### config.mk
export PLATFORM = sky130hd
export DESIGN_NAME = ddr_read_burst_gen
export DESIGN_NICKNAME = d
export VERILOG_FILES = /design/src/rtl/ddr_read_burst_gen_pkg.sv /design/src/rtl/ddr_rd_chunk_calc.sv /design/src/rtl/ddr_read_burst_gen.sv
export SDC_FILE = /design/constraint.sdc
export NUM_CORES = 1
export LEC_CHECK = 0
export CAP_MARGIN = 25
export CORE_AREA = 2 2 455 457
export DETAILED_ROUTE_END_ITERATION = 16
export DIE_AREA = 0 0 457 459
export DONT_BUFFER_PORTS = 1
export SLEW_MARGIN = 20
export SYNTH_ARGS = -nofsm -noshare
export SYNTH_HDL_FRONTEND = slang
export SYNTH_SLANG_ARGS = --single-unit
### constraint.sdc
create_clock -name clk -period 8.2 [get_ports clk]
set_input_delay 1.64 -clock clk [delete_from_list [all_inputs] [get_ports clk]]
set_output_delay 1.64 -clock clk [all_outputs]
set_load 0.005 [all_outputs]
### src/rtl/ddr_read_burst_gen_pkg.sv
// -----------------------------------------------------------------------------
// ddr_read_burst_gen_pkg
// Shared widths and limits for the DDR read burst generator (GLOBAL_PARAM role).
// Imported by ddr_rd_chunk_calc and ddr_read_burst_gen.
// -----------------------------------------------------------------------------
package ddr_read_burst_gen_pkg;

    localparam int DDR_ADDR_W         = 32;
    localparam int BURST_W            = 16;
    localparam int DDR_DATA_W         = 512;
    localparam int AXI_MAX_LEN        = 16;
    localparam int AXI_MAX_OUTS       = 8;
    localparam int DDR_BYTES_PER_BEAT = DDR_DATA_W / 8;

    // Width of a beat count for one AXI burst (1..256).
    localparam int AR_LEN_W   = 9;
    localparam int PAGE_BYTES = 4096;

    function automatic int unsigned umin(input int unsigned a, input int unsigned b);
        return (a < b) ? a : b;
    endfunction

endpackage

### src/rtl/ddr_rd_chunk_calc.sv
// -----------------------------------------------------------------------------
// ddr_rd_chunk_calc
// Combinational: length in beats of the next AXI read burst.
//   len = min(MAX_LEN, remaining)                      (default build)
//   len = min(MAX_LEN, remaining, beats left in 4 KB)   (DDR_RD_4K_SPLIT_EN)
// Ports:
//   remaining  in   beats still to request in the current row
//   addr       in   byte address of the next burst
//   len        out  burst length in beats (1..256)
// -----------------------------------------------------------------------------
module ddr_rd_chunk_calc #(
    parameter int ADDR_W         = ddr_read_burst_gen_pkg::DDR_ADDR_W,
    parameter int BURST_W        = ddr_read_burst_gen_pkg::BURST_W,
    parameter int MAX_LEN        = ddr_read_burst_gen_pkg::AXI_MAX_LEN,
    parameter int BYTES_PER_BEAT = ddr_read_burst_gen_pkg::DDR_BYTES_PER_BEAT
) (
    input  logic [BURST_W-1:0]                           remaining,
    input  logic [ADDR_W-1:0]                            addr,
    output logic [ddr_read_burst_gen_pkg::AR_LEN_W-1:0]  len
);
    import ddr_read_burst_gen_pkg::*;

    int unsigned cap;
`ifdef DDR_RD_4K_SPLIT_EN
    int unsigned page_room;
`endif

    // Only the low 12 bits matter, and only in the page-split build.
    logic unused_addr;
    assign unused_addr = ^addr;

    always_comb begin
        cap = umin(int'(MAX_LEN), 32'(remaining));
`ifdef DDR_RD_4K_SPLIT_EN
        page_room = (PAGE_BYTES - 32'(addr[11:0])) / BYTES_PER_BEAT;
        // A start inside the last beat of a page gives 0; issue one beat so
        // the generator still makes progress.
        if (page_room == 0) page_room = 1;
        cap = umin(cap, page_room);
`endif
        len = AR_LEN_W'(cap);
    end

endmodule

### src/rtl/ddr_read_burst_gen.sv
// -----------------------------------------------------------------------------
// ddr_read_burst_gen
// Expands one read descriptor (start, beats/row, row stride, rows-1) into AXI4
// AR bursts and passes R data through to the buffer-fill logic, flagging the
// final beat of the descriptor. conf_ready = idle and all data delivered.
// Optional: define DDR_RD_4K_SPLIT_EN to keep bursts inside 4 KB pages.
// Ports:
//   clk, rst_n                       clock, async active-low reset
//   conf_valid/conf_ready            descriptor handshake
//   conf_st_addr, conf_burst,
//   conf_step, conf_burst_num        descriptor fields
//   m_ar*                            AXI read address channel
//   m_r*                             AXI read data channel
//   dout_data/valid/ready/last       data stream to buffer logic
// -----------------------------------------------------------------------------
module ddr_read_burst_gen #(
    parameter int ADDR_W     = ddr_read_burst_gen_pkg::DDR_ADDR_W,
    parameter int BURST_W    = ddr_read_burst_gen_pkg::BURST_W,
    parameter int DDR_DATA_W = ddr_read_burst_gen_pkg::DDR_DATA_W,
    parameter int MAX_LEN    = ddr_read_burst_gen_pkg::AXI_MAX_LEN,
    parameter int MAX_OUTS   = ddr_read_burst_gen_pkg::AXI_MAX_OUTS
) (
    input  logic                  clk,
    input  logic                  rst_n,
    input  logic                  conf_valid,
    output logic                  conf_ready,
    input  logic [ADDR_W-1:0]     conf_st_addr,
    input  logic [BURST_W-1:0]    conf_burst,
    input  logic [ADDR_W-1:0]     conf_step,
    input  logic [BURST_W-1:0]    conf_burst_num,
    output logic [ADDR_W-1:0]     m_araddr,
    output logic [7:0]            m_arlen,
    output logic                  m_arvalid,
    input  logic                  m_arready,
    input  logic [DDR_DATA_W-1:0] m_rdata,
    input  logic                  m_rlast,
    input  logic                  m_rvalid,
    output logic                  m_rready,
    output logic [DDR_DATA_W-1:0] dout_data,
    output logic                  dout_valid,
    input  logic                  dout_ready,
    output logic                  dout_last
);
    import ddr_read_burst_gen_pkg::*;

    localparam int BYTES_PER_BEAT = DDR_DATA_W / 8;
    localparam int CNT_W          = 2 * BURST_W;
    localparam int OUT_W          = $clog2(MAX_OUTS + 1);

    typedef enum logic [1:0] {
        ST_IDLE,
        ST_ISSUE,
        ST_DRAIN
    } state_t;

    state_t state, state_next;

    logic [ADDR_W-1:0]   row_addr, row_step, cur_addr;
    logic [BURST_W-1:0]  row_beats, last_row, row_idx, beat_off, remaining;
    logic [CNT_W-1:0]    total, rx_cnt;
    logic [OUT_W-1:0]    outstanding;
    logic [AR_LEN_W-1:0] chunk_len;
    logic [BURST_W:0]    next_off;
    logic                accept, ar_fire, r_fire, rlast_fire;
    logic                busy, at_limit, row_end;

    // ---------------- handshakes / data pass-through ----------------
    assign accept     = conf_valid && conf_ready;
    assign ar_fire    = m_arvalid && m_arready;
    assign m_rready   = dout_ready;
    assign dout_data  = m_rdata;
    assign dout_valid = m_rvalid;
    assign r_fire     = m_rvalid && dout_ready;
    // Guard against a stray rlast driving the counter below zero.
    assign rlast_fire = r_fire && m_rlast && (outstanding != '0);
    assign busy       = (state != ST_IDLE);
    assign at_limit   = (outstanding == OUT_W'(MAX_OUTS));
    assign dout_last  = busy && m_rvalid && (rx_cnt == total - CNT_W'(1));

    // ---------------- burst address / length ----------------
    assign remaining = row_beats - beat_off;
    assign cur_addr  = row_addr + ADDR_W'(beat_off) * ADDR_W'(BYTES_PER_BEAT);
    assign next_off  = {1'b0, beat_off} + (BURST_W+1)'(chunk_len);
    assign row_end   = (next_off == {1'b0, row_beats});

    ddr_rd_chunk_calc #(
        .ADDR_W         (ADDR_W),
        .BURST_W        (BURST_W),
        .MAX_LEN        (MAX_LEN),
        .BYTES_PER_BEAT (BYTES_PER_BEAT)
    ) u_chunk (
        .remaining (remaining),
        .addr      (cur_addr),
        .len       (chunk_len)
    );

    // ---------------- FSM ----------------
    always_ff @(posedge clk or negedge rst_n) begin
        if (!rst_n) begin
            state      <= ST_IDLE;
            conf_ready <= 1'b1;
        end else begin
            state      <= state_next;
            conf_ready <= (state_next == ST_IDLE);
        end
    end

    always_comb begin
        state_next = state;
        m_arvalid  = 1'b0;
        m_araddr   = '0;
        m_arlen    = '0;
        case (state)
            ST_IDLE: begin
                // A zero-beat descriptor is consumed without leaving IDLE.
                if (accept && (conf_burst != '0)) state_next = ST_ISSUE;
            end
            ST_ISSUE: begin
                // Address/length only move on a handshake and outstanding can
                // only grow on a handshake, so a raised AR stays stable.
                m_arvalid = !at_limit;
                m_araddr  = cur_addr;
                m_arlen   = 8'(chunk_len - AR_LEN_W'(1));
                if (!at_limit && m_arready && row_end && (row_idx == last_row))
                    state_next = ST_DRAIN;
            end
            ST_DRAIN: begin
                if (rx_cnt == total) state_next = ST_IDLE;
            end
            default: state_next = ST_IDLE;
        endcase
    end

    // ---------------- descriptor walk and beat counter ----------------
    always_ff @(posedge clk or negedge rst_n) begin
        if (!rst_n) begin
            row_addr  <= '0;
            row_step  <= '0;
            row_beats <= '0;
            last_row  <= '0;
            total     <= '0;
            row_idx   <= '0;
            beat_off  <= '0;
            rx_cnt    <= '0;
        end else if (accept) begin
            row_addr  <= conf_st_addr;
            row_step  <= conf_step;
            row_beats <= conf_burst;
            last_row  <= conf_burst_num;
            total     <= CNT_W'(conf_burst) * (CNT_W'(conf_burst_num) + CNT_W'(1));
            row_idx   <= '0;
            beat_off  <= '0;
            rx_cnt    <= '0;
        end else begin
            if (ar_fire) begin
                if (row_end) begin
                    beat_off <= '0;
                    row_idx  <= row_idx + BURST_W'(1);
                    row_addr <= row_addr + row_step;
                end else begin
                    beat_off <= next_off[BURST_W-1:0];
                end
            end
            if (r_fire && busy) rx_cnt <= rx_cnt + CNT_W'(1);
        end
    end

    // ---------------- outstanding AR transactions ----------------
    always_ff @(posedge clk or negedge rst_n) begin
        if (!rst_n) begin
            outstanding <= '0;
        end else if (ar_fire && !rlast_fire) begin
            outstanding <= outstanding + OUT_W'(1);
        end else if (!ar_fire && rlast_fire) begin
            outstanding <= outstanding - OUT_W'(1);
        end
    end

endmodule

# Yosys cells after proc, flatten, opt, wreduce, memory -nomap -nowiden
# Cells that the tools add are included.
[totals]
out_inout_bits = 557
mem_bits_rw = 0
wordCells = 79
register_bits = 199
latch_bits = 0
mem_count = 0
mem_bits_ro = 0
inputBits = 615
[op_classes]
reduce_logical = 27
addsub = 11
shifts = 0
n_bitwise = 0
eq_ne = 7
n_mul = 1
div_mod_pow = 0
order_cmp = 1
muxes = 21
[ops]
columns = ["operator", "n"]
rows = [
  ["2-to-1 mux 32 bit", 6],
  ["2-to-1 mux 16 bit", 6],
  ["equality test 32 bit", 2],
  ["adder 32 x 1 -> 32 bit (second input constant)", 1],
  ["adder 32 x 22 -> 32 bit", 1],
  ["adder 32 bit", 1],
  ["multiplier 16 x 17 -> 32 bit", 1],
  ["subtractor 32 x 1 -> 32 bit (second input constant)", 1],
  ["adder 16 x 1 -> 17 bit (second input constant)", 1],
  ["adder 16 x 9 -> 17 bit", 1],
  ["equality test 17 x 16 -> 1 bit", 1],
  ["adder 16 x 1 -> 16 bit (second input constant)", 1],
  ["equality test 16 bit", 1],
  ["less-than comparator 5 x 16 -> 1 bit (first input constant)", 1],
  ["nonzero test 16 bit", 1],
  ["subtractor 16 bit", 1],
  ["logical AND 1 bit", 14],
  ["nonzero test 2 bit", 5],
  ["2-to-1 mux 9 bit", 1],
  ["2-to-1 mux 4 bit", 2],
  ["2-to-1 mux 8 bit", 1],
  ["subtractor 8 x 1 -> 8 bit (second input constant)", 1],
  ["2-to-1 mux 2 bit", 3],
  ["one-hot mux 2 bit (3 select lines)", 1],
  ["10 further kinds", 13],
]

# Logic depth before layout (Yosys ltp)
[depth]
word_depth = 10
ltp_mapped = 30
ltp_nobuf = 29

# Modules after synthesis
# A second synthesis with hierarchy kept.
[unflattened]
hier_cells = 3296
hier_area_um2 = 27093.5
[modules_own_cells]
columns = ["mod", "area_each_um2", "cells_per_inst", "n_inst", "seq_area_each_um2"]
rows = [
  ["ddr_read_burst_gen", 26965.9, 3279, 1, 4981.0],
  ["ddr_rd_chunk_calc", 127.6, 17, 1, 0.0],
]

# Worst setup path before layout
# OpenSTA, ideal clock, no wires.
[synth_timing]
kind = "input -> register"
startpoint = "input port conf_burst_num[3]"
endpoint = "register total[30]"
required_time_ns = 8.075
setup_ns = 0.125
slack_ns = -0.574
arrival_time_ns = 8.649
n_path_buf = 2
cell_stages = 29
path_cell_list = "and3_1 > and3_1 > nand4_1 > nor2_1 > nand3_1 > xnor2_1 > clkbuf_1 > nand2_1 > fa_1 > inv_1 > fa_1 > inv_1 > fa_1 > fa_1 > fa_1 > inv_1 > fa_1 > ha_1 > clkbuf_1 > nand3_1 > nor3b_1 > o211ai_1 > a21oi_1 > o2111ai_1 > a31oi_1 > nor4_1 > o41ai_1 > xor2_1 > mux2_2"
[synth_between]
elab_chain_len = 2
[synth_lines]
columns = ["element", "line", "text"]
rows = [
  ["start: declaration", "ddr_read_burst_gen.sv:30", "input logic [BURST_W-1:0] conf_burst_num,"],
  ["adder 16 x 1 -> 17 bit", "ddr_read_burst_gen.sv:150", "total <= CNT_W'(conf_burst) * (CNT_W'(conf_burst_num) + CNT_W'(1));"],
  ["multiplier 16 x 17 -> 32 bit", "ddr_read_burst_gen.sv:150", ""],
  ["end signal: assignment", "ddr_read_burst_gen.sv:150", ""],
  ["end: declaration", "ddr_read_burst_gen.sv:60", "logic [CNT_W-1:0] total, rx_cnt;"],
]
# Every way passes these cells.
# A chain may end at the register's enable or synchronous reset.

# Worst setup path in the final report
# Ends and elaborated chain as after synthesis.

==> flow_summary.toml <==
[status]
status = "finished clean"

[cells_and_area]
regArea_um2 = 4980
nets = 3845
drive_above_1_share_pct = 7.65
fin_cells = 5557
fin_area_um2 = 28200
layout_commonest_cell = "nand2_1"
syn2layout_area_growth_pct = 3.20
multi_input_area_um2 = 17300
fill_cells = 23500
layout_common_cells = "nand2_1 (562), inv_1 (291), fa_1 (211), dfrtp_1 (198), ha_1 (171)"

[floorplan]
initial_utilization_pct = 13.3
die_area_um2 = 210000
die_x_um = 457
rows = 167
ios = 1172
die_h_um = 459
coreArea_um2 = 206000

[detailed_routing]
vias = 21400
drtIter0Drc = 1801
ant_nets = 0
viasPerCell = 3.85
wl_per_cell_um = 20.0
first_pass_iters = 5
routed_wl_um = 111000
drc = 0

[synth]
ys_seq_elements = 199
ys_seq_area_share_pct = 18.2
ys.warnings.count = 0
ys_dominant_reg_cell = "dfrtp_1"
synth_cells = 3364
syn_area_um2 = 27300
async_reset_ff_share_pct = 100
synth-edff-count = 0
yosysUniqueCellTypes = 90
post_synth.cell_area_avg_um2 = 8.12

[clock_network]
cts_tree = "done"
clkLatencyLatePin_ps = 500
clk_pin_slew_ps = 100
htreeDepth = 4
root_buffer = "clkbuf_16"
hold_buffers = 0
clock_sinks = 199
cts_buffer_depth = 2
numCtsBuffers = 17

[power_and_ir_drop]
power_density_nw_per_um2 = 448
power.share.sequential_pct = 14.3
switching_share_pct = 49.7
combPwrFrac_pct = 78.3
p_clk_share_pct = 7.4
leakage_uw = 0.0120
p_switching_uw = 6280
power.internal_uw = 6360
ir_drop_mv = 0.546

[placed_design]
place_congestion = 0.866
place_hpwl_um = 92700
port_buffers = 0
dp.cells = 5511
place_area_um2 = 27300

[setup_path]
worstPathRequired_ps = 8580
rr_worst_depth = 27
worst_path_most_repeated_cell = "fa_1"
path_max_fanout = 6
critPathBufInv = 7
setup.worst_path.end_class = "register"
path_delay_family = "adder cells"
slowest_stage = "fa_1"
crit_type = "input port to register"
arrival_ps = 8460
max_stage_delay_ps = 530
worst-path-stages = 30
setup.worst_path.start_class = "input port"

[global_route]
first_global_vias = 21100
grtUsageTotal_pct = 10.2
grt_max_degree = 200
antenna_found_initial = 7
grt-ovfl-total = 0
grt_pass1_wl_um = 157000

[sta]
rsz0062_at_grt = "yes"
fin_tns_setup_ps = 0
relSlewSlack_pct = 20.4
maxSlewViolCount = 0
min_period_over_period_pct = 98.5
hold_viol_final = 0
min_period_ps = 8080
fin_skew_ps = 23.6
fmax_mhz = 124
worstMarginPinSlew_ps = 1190
setup_viol = 0

[hold_path]
hold_path_class = "register to register"
holdPathStages = 2

[job]
max_cap_viol_count = 0
[worst paths after layout]
path / from / endpoint / slack, ps
worst max-delay path: conf_burst_num[3] / total[30] / 120
worst min-delay path: last_row[2] / last_row[2] / 500
worst max register to register: row_beats[0] / row_addr[12] / 860
worst min register to register: last_row[2] / last_row[2] / 500
max in group asynchronous: rst_n / row_addr[10] / 6390
min in group asynchronous: rst_n / rx_cnt[19] / 950
[power by group through the flow]
stage          Clock, µW  Combinational [µW]  Sequential (µW)
2_1_floorplan          0                7300             1600
3_3_place_gp           0                9510             1800
3_5_place_dp           0                9660             1810
4_1_cts              961                9720             1800
5_1_grt              994               11100             1850
6_report             940                9890             1810
[cell type report]
| cell class | count | area share, % |
|---|---|---|
| multi-input combinational | 2228 | 61.2 |
| sequential | 199 | 17.7 |
| tap | 2704 | 12.0 |
| inverter | 293 | 3.90 |
| timing repair buffer | 99 | 2.95 |
| clock buffer | 17 | 1.51 |
| clock inverter | 15 | 0.781 |
| antenna | 2 | 0.0177 |
[per-layer routing]
layer | global-route usage, % | vias to the layer above | share of wire (%)
met5 | 3.49 | - | 0.92
met4 | 4.53 | 30 | 4.8
met3 | 8.05 | 313 | 19
met2 | 14.6 | 1381 | 41
met1 | 10.7 | 10300 | 34
li1 | - | 9370 | -
[state kept, by name (all words and copies together) (netlist names)]
name / flops
outstanding: 4
row_addr: 32
last_row: 16
total: 32
rx_cnt: 32
row_step: 32
conf_ready: 1
state: 2
beat_off: 16
row_beats: 16
row_idx: 16
[stage by stage]
stage	utilization [%]	total power, µW	worst slack, ps	hold slack [ps]
detailed placement	13.3	11500	-439	478
finish	13.7	12600	123	502
CTS	13.6	12500	65.9	505
floorplan	-	8890	-66.8	450
global placement	13.3	11300	-356	474
global route	13.7	14000	-184	528
[worst register-to-register path, cell delays in order (launching register included)]
cell and delay [ps]:
dfrtp_1 410, inv_1 110, ha_1 180, inv_1 50, fa_1 410, xnor2_1 370
and3b_1 290, o21a_1 180, o221ai_1 120, nor4_1 310, o2111ai_1 240, or3_1 390
inv_1 150, ha_1 210, inv_1 60, fa_1 500, xnor2_1 200, a31oi_1 150
nand3_1 90, or4_1 500, nor4_1 540, nand4b_1 180, nor4_2 230, buf_4 190
and2_1 540, buf_4 300, mux2i_1 190, o21ai_0 80
[synth_stat cells (7+ instances only)]
cell,count,area (µm²)
nor3_1,41,205
nor4_1,20,125
a21oi_1,113,566
nand3b_1,8,60.1
o31ai_1,7,52.6
o22ai_1,7,43.8
buf_1,8,30.0
nand4_1,32,200
ha_1,180,2250
or4_1,13,97.6
nor2_1,171,642
a31oi_1,34,213
o21ai_0,115,576
inv_1,292,1100
a311oi_1,7,61.3
and3_1,18,113
dfrtp_1,198,4950
or3_1,24,150
clkbuf_1,108,405
buf_2,13,65.1
and2_1,97,607
nand2b_1,24,150
a211oi_1,11,82.6
xor2_1,104,911
nand3_1,67,335
o211ai_1,13,97.6
and4_1,8,70.1
o21a_1,16,120
buf_4,517,3880
a21o_1,36,270
mux2i_1,12,120
nand2_1,568,2130
xnor2_1,116,1020
fa_1,212,4240
nor2b_1,21,131
or2_2,7,43.8
o21bai_1,11,82.6
nand4b_1,7,61.3
[cells by family after synthesis]
group | synth area share, %
buffers and inverters | 20.1
AO/OA/AOI/OAI | 10.4
adder cells (fa/ha/maj) | 23.8
flip-flops | 18.2
AND/OR/NAND/NOR | 19.7
multiplexers | 0.604
other | 0.0137
XOR/XNOR | 7.19
[what timing repair did]
| action | in CTS | in global routing |
|---|---|---|
| endpoints found under the setup margin | 0 | 4 |
| setup buffers | 0 | 12 |
| gates resized for setup | 0 | 20 |
(Power assumes the default switching activity.)
